<file path="config.mk">
export PLATFORM = sky130hd
export DESIGN_NAME = smpl_stim_seq
export DESIGN_NICKNAME = d
export VERILOG_FILES = /design/src/rtl/smpl_pkg.sv /design/src/rtl/smpl_dwell_timer.sv /design/src/rtl/smpl_stim_seq.sv
export SDC_FILE = /design/constraint.sdc
export NUM_CORES = 1
export LEC_CHECK = 0
export BUFFER_PORTS_ARGS = -buffer_cell sky130_fd_sc_hd__buf_2
export CAP_MARGIN = 10
export CORE_ASPECT_RATIO = 2
export CORE_MARGIN = 5
export CORE_UTILIZATION = 50
export CTS_CLUSTER_SIZE = 12
export DETAILED_ROUTE_END_ITERATION = 12
export GPL_TIMING_DRIVEN = 0
export PLACE_DENSITY = 0.73
export SYNTH_ARGS = -nofsm -noshare
export SYNTH_HDL_FRONTEND = slang
export SYNTH_HIERARCHICAL = 1
export SYNTH_SLANG_ARGS = --single-unit
</file>
<file path="constraint.sdc">
create_clock -name clk -period 7.4 [get_ports clk]
set_input_delay 0.37 -clock clk [delete_from_list [all_inputs] [get_ports clk]]
set_output_delay 0.37 -clock clk [all_outputs]
set_load 0.05 [all_outputs]
</file>
<file path="src/rtl/smpl_pkg.sv">
// Shared types and sizes for the stimulus sequencer: state encoding and sweep geometry.
package smpl_pkg;

    typedef enum logic [1:0] {
        IDLE  = 2'd0,
        DRIVE = 2'd1,
        DONE  = 2'd2
    } state_e;

    localparam int NUM_VECTORS = 8;
    localparam int RESULT_W    = 16;
    localparam int VEC_W       = 3;

endpackage

</file>
<file path="src/rtl/smpl_dwell_timer.sv">
// 16-bit dwell counter: counts while enabled and flags the last cycle of each dwell period.
module smpl_dwell_timer #(
    parameter int unsigned DWELL = 25
) (
    input  logic clk,
    input  logic rst_n,
    input  logic clear_i,
    input  logic enable_i,
    output logic tc_o
);

    localparam logic [15:0] LAST = 16'(DWELL - 1);

    logic [15:0] count_q;

    assign tc_o = enable_i && !clear_i && (count_q == LAST);

    // The counter wraps to zero on terminal count so the next vector starts a fresh dwell.
    always_ff @(posedge clk) begin
        if (!rst_n) begin
            count_q <= '0;
        end else if (clear_i || tc_o) begin
            count_q <= '0;
        end else if (enable_i) begin
            count_q <= count_q + 16'd1;
        end
    end

endmodule

</file>
<file path="src/rtl/smpl_stim_seq.sv">
// Sweeps {a,b,c} through 0..7, holding each vector DWELL cycles and capturing {x,y} per vector.
// Optional golden-compare logic is built only when SMPL_STIM_SEQ_CHECK_EN is defined.
module smpl_stim_seq
    import smpl_pkg::*;
#(
    parameter int unsigned DWELL = 25,
    parameter logic [7:0]  EXP_X = 8'h00,
    parameter logic [7:0]  EXP_Y = 8'h00
) (
    input  logic                clk,
    input  logic                rst_n,
    input  logic                start,
    input  logic                abort,
    input  logic                x_in,
    input  logic                y_in,
    output logic                a_out,
    output logic                b_out,
    output logic                c_out,
    output logic [VEC_W-1:0]    vec_idx,
    output logic                busy,
    output logic                done,
    output logic                result_valid,
    output logic [RESULT_W-1:0] result,
    output logic                mismatch,
    output logic [3:0]          err_cnt,
    output state_e              state_dbg
);

    state_e                state_q, state_d;
    logic [VEC_W-1:0]      vec_q, vec_d;
    logic [RESULT_W-1:0]   result_q, result_d;
    logic                  rv_q, rv_d;
    logic                  tc;
    logic                  start_accept;
    logic                  sample;

    assign start_accept = (state_q == IDLE) && start && !abort;
    assign sample       = (state_q == DRIVE) && tc;

    smpl_dwell_timer #(.DWELL(DWELL)) u_timer (
        .clk      (clk),
        .rst_n    (rst_n),
        .clear_i  ((state_q != DRIVE) || abort),
        .enable_i (state_q == DRIVE),
        .tc_o     (tc)
    );

    always_ff @(posedge clk) begin
        if (!rst_n) begin
            state_q  <= IDLE;
            vec_q    <= '0;
            result_q <= '0;
            rv_q     <= 1'b0;
        end else begin
            state_q  <= state_d;
            vec_q    <= vec_d;
            result_q <= result_d;
            rv_q     <= rv_d;
        end
    end

    always_comb begin
        state_d  = state_q;
        vec_d    = vec_q;
        result_d = result_q;
        rv_d     = rv_q;
        case (state_q)
            IDLE: begin
                if (start_accept) begin
                    state_d  = DRIVE;
                    vec_d    = '0;
                    result_d = '0;
                    rv_d     = 1'b0;
                end
            end
            DRIVE: begin
                // Abort keeps whatever partial result was captured so far.
                if (abort) begin
                    state_d = IDLE;
                    vec_d   = '0;
                    rv_d    = 1'b0;
                end else if (tc) begin
                    result_d[{vec_q, 1'b0} +: 2] = {x_in, y_in};
                    if (vec_q == VEC_W'(NUM_VECTORS - 1)) begin
                        state_d = DONE;
                        rv_d    = 1'b1;
                    end else begin
                        vec_d = vec_q + 1'b1;
                    end
                end
            end
            DONE: begin
                state_d = IDLE;
                vec_d   = '0;
            end
            default: begin
                state_d = IDLE;
                vec_d   = '0;
            end
        endcase
    end

`ifdef SMPL_STIM_SEQ_CHECK_EN
    logic       mismatch_q;
    logic [3:0] err_q;

    always_ff @(posedge clk) begin
        if (!rst_n) begin
            mismatch_q <= 1'b0;
            err_q      <= '0;
        end else if (start_accept) begin
            mismatch_q <= 1'b0;
            err_q      <= '0;
        end else if (sample && ({x_in, y_in} != {EXP_X[vec_q], EXP_Y[vec_q]})) begin
            mismatch_q <= 1'b1;
            if (err_q != 4'd8) begin
                err_q <= err_q + 4'd1;
            end
        end
    end

    assign mismatch = mismatch_q;
    assign err_cnt  = err_q;
`else
    assign mismatch = 1'b0;
    assign err_cnt  = 4'd0;
`endif

    assign {a_out, b_out, c_out} = vec_q;
    assign vec_idx      = vec_q;
    assign busy         = (state_q == DRIVE);
    assign done         = (state_q == DONE);
    assign result_valid = rv_q;
    assign result       = result_q;
    assign state_dbg    = state_q;

endmodule

</file>
# Word-level counts from Yosys, hierarchy flattened
# Cells that the tools add are included.
[totals]
reg_bits = 38
wordCells = 57
in_bits = 6
out_inout_bits = 32
[op_classes]
eq_ne = 11
add_sub_neg = 3
shifts = 2
bitwise_logic = 1
muxes = 20
reduce_logical = 15
[op_table]
columns = ["operator", "count"]
rows = [
  ["2-to-1 mux 16 bit", 3],
  ["case mux 16 bit (2 select lines)", 1],
  ["adder 16 x 1 -> 16 bit, second input constant", 1],
  ["bitwise mux 16 bit", 1],
  ["== test 16 x 5 -> 1 bit, second input constant", 1],
  ["variable shift 2 x 6 -> 16 bit, first input constant", 1],
  ["indexed part select 2 x 6 -> 16 bit", 1],
  ["2-to-1 mux 3 bit", 4],
  ["inequality test 3 bit, second input constant", 3],
  ["2-to-1 mux 2 bit", 4],
  ["AND reduction 4 bit", 2],
  ["inequality test 2 bit, second input constant", 3],
  ["negation 4 -> 6 bit", 1],
  ["case mux 3 bit (2 select lines)", 1],
  ["AND reduction 3 bit", 2],
  ["logical AND 1 bit", 4],
  ["2-to-1 mux 1 bit", 4],
  ["case mux 2 bit (2 select lines)", 1],
  ["adder 3 x 1 -> 3 bit, second input constant", 1],
  ["== test 3 bit, second input constant", 1],
  ["== test 2 x 1 -> 1 bit, second input constant", 1],
  ["== test 2 bit, second input constant", 1],
  ["logical NOT 1 bit", 2],
  ["logical NOT 2 bit", 1],
  ["other kinds (6)", 7],
]

# Depth between registers and ports, before layout
[depth]
word_depth = 8
depth_mapped = 11
ltp_nobuf = 8

# Modules after synthesis
# The synthesis kept the hierarchy.
[modules_own_cells]
columns = ["mod", "cells_per_inst", "n_inst", "area_per_inst_um2", "seq_area_each_um2"]
rows = [
  ["smpl_stim_seq", 144, 1, 1277.5, 440.4],
  ["smpl_dwell_timer", 87, 1, 818.3, 320.3],
]

# Worst setup path after synthesis
# OpenSTA, ideal clock, no wires.
[synth_path]
path_kind = "reg2reg"
start = "register state_q[0] (netlist: state_dbg[0])"
end = "register result_q[2] (netlist: result[2])"
period_less_slack_ns = 3.210
setup_time_ns = 0.133
required_time_ns = 7.267
t_arrival_ns = 3.077
n_path_buf = 4
setup_slack_ns = 4.190
path_stages_with_launch = 12
cell_sequence = "dfxtp_1 -> buf_2 -> nor2b_1 -> buf_2 -> buf_2 -> nor4b_1 -> nand4_1 -> nor2_1 -> mux2i_1 -> clkbuf_1 -> a211oi_1 -> o22ai_1"
[synth_via]
word_cells_on_any_way = 15
classes_between = "eq/ne (5); mux (1); reduce/logical (9)"
[synth_lines]
columns = ["item", "line_no", "rtl"]
rows = [
  ["start, declared", "smpl_stim_seq.sv:29", "state_e state_q, state_d;"],
  ["start signal, assigned", "smpl_stim_seq.sv:55", "state_q <= state_d;"],
  ["== test 2 x 1 -> 1 bit", "--", ""],
  ["via busy", "smpl_stim_seq.sv:20", "output logic busy,"],
  ["logical AND 1 bit (2 in series)", "smpl_dwell_timer.sv:16", "assign tc_o = enable_i && !clear_i && (count_q == LAST);"],
  ["via tc", "smpl_stim_seq.sv:33", "logic tc;"],
  ["inequality test 2 bit (no source line)", "--", ""],
  ["AND reduction 4 bit (no source line)", "--", ""],
  ["end signal, assigned", "smpl_stim_seq.sv:57", "result_q <= result_d;"],
  ["end, declared", "smpl_stim_seq.sv:31", "logic [RESULT_W-1:0] result_q, result_d;"],
]
# The timed path passes the listed nets, and every way through them passes these cells.
# A chain may end at the register's enable or synchronous reset.

# Worst setup path in the final report
[layout_path]
start = "register state_q[0] (netlist: state_dbg[0])"
end = "register result_q[2] (netlist: result[2])"
[layout_via]
elab_chain_cells = 7
word_cells_on_any_way = 15
classes_between = "eq/ne (5); mux (1); reduce/logical (9)"
[layout_lines]
columns = ["item", "line_no", "rtl"]
rows = [
  ["inequality test 2 x 1 -> 1 bit", "smpl_stim_seq.sv:43", ".clear_i ((state_q != DRIVE) || abort),"],
  ["logical OR 1 bit", "smpl_stim_seq.sv:43", ""],
  ["logical NOT 1 bit", "smpl_dwell_timer.sv:16", ""],
  ["logical AND 1 bit (*) (2 in series)", "smpl_dwell_timer.sv:16", ""],
  ["via tc", "smpl_stim_seq.sv:33", ""],
  ["inequality test 2 bit (no source line) (*)", "--", ""],
  ["AND reduction 4 bit (no source line) (*)", "--", ""],
]
# Mark *: on every way through the listed nets, which the timed path passes. The rest lies on a longest branch.

==> flow_summary.yaml <==
worst_hold_path:
  whs_path_depth: 3
  hp-start: "x_in"
  hp-class: "input pin to register"
  holdPathEnd: "result[15]"
global_routing:
  grt_overflow_total: 0
  grt_max_degree: 13
  first_global_vias: 1825
  grt_pass1_wl_mm: 8.34
  grt_usage: 0.187
  antenna_found_initial: 0
layout:
  final_nets: 287
  seq_area_um2: 761
  diodes: 0
  syn2layout_area_growth_pct: 15.8
  drive_gt1_frac: 0.251
  multi_input_area_um2: 1190
  filler_cell_count: 379
detailed_routing:
  via_per_inst: 5.63
  num_vias: 1842
  wl_mm: 5.11
  dr.pass1.iters: 4
  drtIter0Drc: 66
  avgRoutedWirePerCell_um: 15.6
  drc: 0
  antenna_left: 0
place:
  gp_congestion: 0.811
  dp_hpwl_mm: 3.91
  port-buffer-count: 32
setup_path:
  r2r_cells: 11
  cpMostUsedCell: "buf_2"
  critical_path_required_ns: 7.57
  timing.rr.end: "result[2]"
  slowest_delay_ns: 0.36
  cp.arrival_ns: 3.37
  cp_max_fo: 11
  worstPathCellList: "buf_2 > nor2b_1 > buf_2 > buf_2 > nor4b_1 > nand4_1 > nor2_1 > mux2i_1 > clkbuf_1 > a211oi_1 > o22ai_1"
  r2r_start: "state_dbg[0]"
  cp_num_buf_inv: 4
  critical_path_class: "register to register"
  critPathTopFamily: "simple AND/OR/NAND/NOR gates"
  r2r_slack_ns: 4.20
  critPathSlowestCell: "nor2_1"
  critical_path.startpoint_type: "register"
  cp-end-kind: "register"
cts:
  cts_sinks: 38
  cts_inserted_buffers: 5
  ctsHtreeMaxLevel: 2
  cts_resized: 0
  post-cts-setup-buffers: 0
  ctsRootBufferMaster: "clkbuf_8"
  insertion_delay_ns: 0.30
  cts_buffer_depth: 2
  clk_pin_slew_ns: 0.08
  postCtsHoldBufs: 0
  cts_tree: "built"
synthesis:
  ys_dominant_reg_cell: "dfxtp_1"
  syn_area_per_cell_um2: 9.07
  synth_cell_types: 53
  synth.largest_area_cell: "dfxtp_1"
  ys_top_cells_by_area: "dfxtp_1 (36%), xnor2_1 (5.0%), ha_1 (4.2%)"
  synthArstFlopShare: 0
  synth_area_um2: 2100
  yosysSeqAreaShare: 0.363
  synth-edff-count: 0
  ys_ff_latch: 38
  synthCells: 231
  yosysWarnings: 6
  synth_top_area_share: 0.363
power_and_ir_drop:
  comb_power_share: 0.069
  clockPowerShare: 0.395
  seqPwrFrac: 0.537
  switching_share: 0.247
  power.leakage_nw: 0.900
  ir_drop_mv: 0.123
  p_switching_w: 0.0000944
  power_density_nw_per_um2: 157
  internal_power_w: 0.000287
floorplanning:
  fp-row-count: 33
  core_area_um2: 4090
  die_w_um: 55.8
  start_util: 0.513
  die_area_um2: 5670
  io-pin-count: 38
  die_y_um: 102
sta:
  fin_worst_skew_ns: 0.0128
  slew_violations: 0
  fmax_mhz: 312
  tightest_slew_ns: 0.524
  tns_ns: 0
  relSlewSlack: 0.650
  finalHoldViolations: 0
  hold_ws_ns: 0.350
  setup-violations-final: 0
  period_needed_ns: 3.20
  period_share: 0.433
  rsz0062_at_grt: "no"
outcome:
  outcome: "finished, final reports clean"
run:
  maxCapViolations: 0
==> cell families after synthesis <==
kind of cell / synth area share
other cells: 0.00179
buf+inv: 0.0740
fa+ha+maj: 0.0418
simple gates: 0.296
compound gates: 0.151
mux: 0.00955
xor+xnor: 0.0627
flops: 0.363
==> power by group through the flow <==
stage	Sequential [W]	Clock, W	Combinational [W]
finish	0.000205	0.000151	0.0000262
global route	0.000205	0.000164	0.0000282
CTS	0.000205	0.000155	0.0000261
detailed placement	0.000210	0	0.0000261
global placement	0.000210	0	0.0000260
floorplan	0.000210	0	0.0000188
==> state kept, by name, summed over array words and instances, names as in the netlist <==
| name | count |
|---|---|
| result_valid | 1 |
| vec_idx | 3 |
| state_dbg | 2 |
| u_timer/count_q | 16 |
| result | 16 |
==> routing by layer <==
| metal | global-route usage | up-vias | part of all wire |
|---|---|---|---|
| li1 | - | 922 | - |
| met1 | 0.174 | 876 | 0.36 |
| met2 | 0.380 | 31 | 0.58 |
| met3 | 0.0319 | 13 | 0.026 |
| met4 | 0.0861 | 0 | 0.032 |
| met5 | 0 | - | 0 |
==> through the flow <==
step                      power (W)  cell area [um^2]  instances  worst slack (ns)  utilization
after floorplan            0.000229              2110        235              4.19            -
after global placement     0.000236              2340        319              4.21        0.571
after detailed placement   0.000236              2340        319              4.21        0.571
after CTS                  0.000386              2430        327              4.19        0.594
after global routing       0.000397              2430        327              3.87        0.594
final                      0.000382              2430        327              4.20        0.594
==> cell usage after synthesis, types with 3 or more instances <==
master    number
xnor2_1       12
o211ai_1      10
o311ai_0       5
a211oi_1       4
and2_1         7
nor4_2         5
nor2_1        21
dfxtp_1       38
buf_2          4
xor2_1         3
ha_1           7
nor2b_1        4
nand2_1       14
o22ai_1        7
nand2b_1       3
nand4_1        8
nor3_1         4
buf_4          8
nand3_1        5
clkbuf_1       4
or3_1          3
o21ai_0        8
inv_1         10
==> cell type report <==
cell class / count / area share
Buffer: 18 / 0.0485
Clock buffer: 7 / 0.0356
Clock inverter: 1 / 0.00206
Inverter: 10 / 0.0155
Multi-Input combinational cell: 169 / 0.492
Sequential cell: 38 / 0.313
Tap cell: 52 / 0.0268
Timing Repair Buffer: 32 / 0.0660
==> worst reg2reg max path, delay by kind of cell, from the launching register on <==
kind / cells / cell delay (ns)
compound gates: 2 / 0.46
buf+inv: 4 / 0.97
mux: 1 / 0.21
simple gates: 4 / 1.12
flops: 1 / 0.33
==> worst max path at each step <==
| stage | startpoint | to | cells after the start |
|---|---|---|---|
| after global placement | state_dbg[0] | result[3] | 11 |
| final | state_dbg[0] | result[2] | 11 |
| after floorplan | state_dbg[0] | result[2] | 11 |
| after detailed placement | state_dbg[0] | result[7] | 11 |
| after global routing | state_dbg[0] | result[6] | 11 |
| after CTS | state_dbg[0] | result[6] | 11 |
==> cell usage in the layout (no fill, tap or decap), drive strengths merged, types with 5 or more instances in the layout <==
cell	instances
and2	8
conb	5
o21ai	8
clkbuf	11
o211ai	10
inv	10
nor2	22
ha	7
o22ai	7
nor4	6
o311ai	6
xnor2	12
nand4	10
nand2	14
buf	46
nand3	6
dfxtp	38
Power figures use the tool's default switching activity.
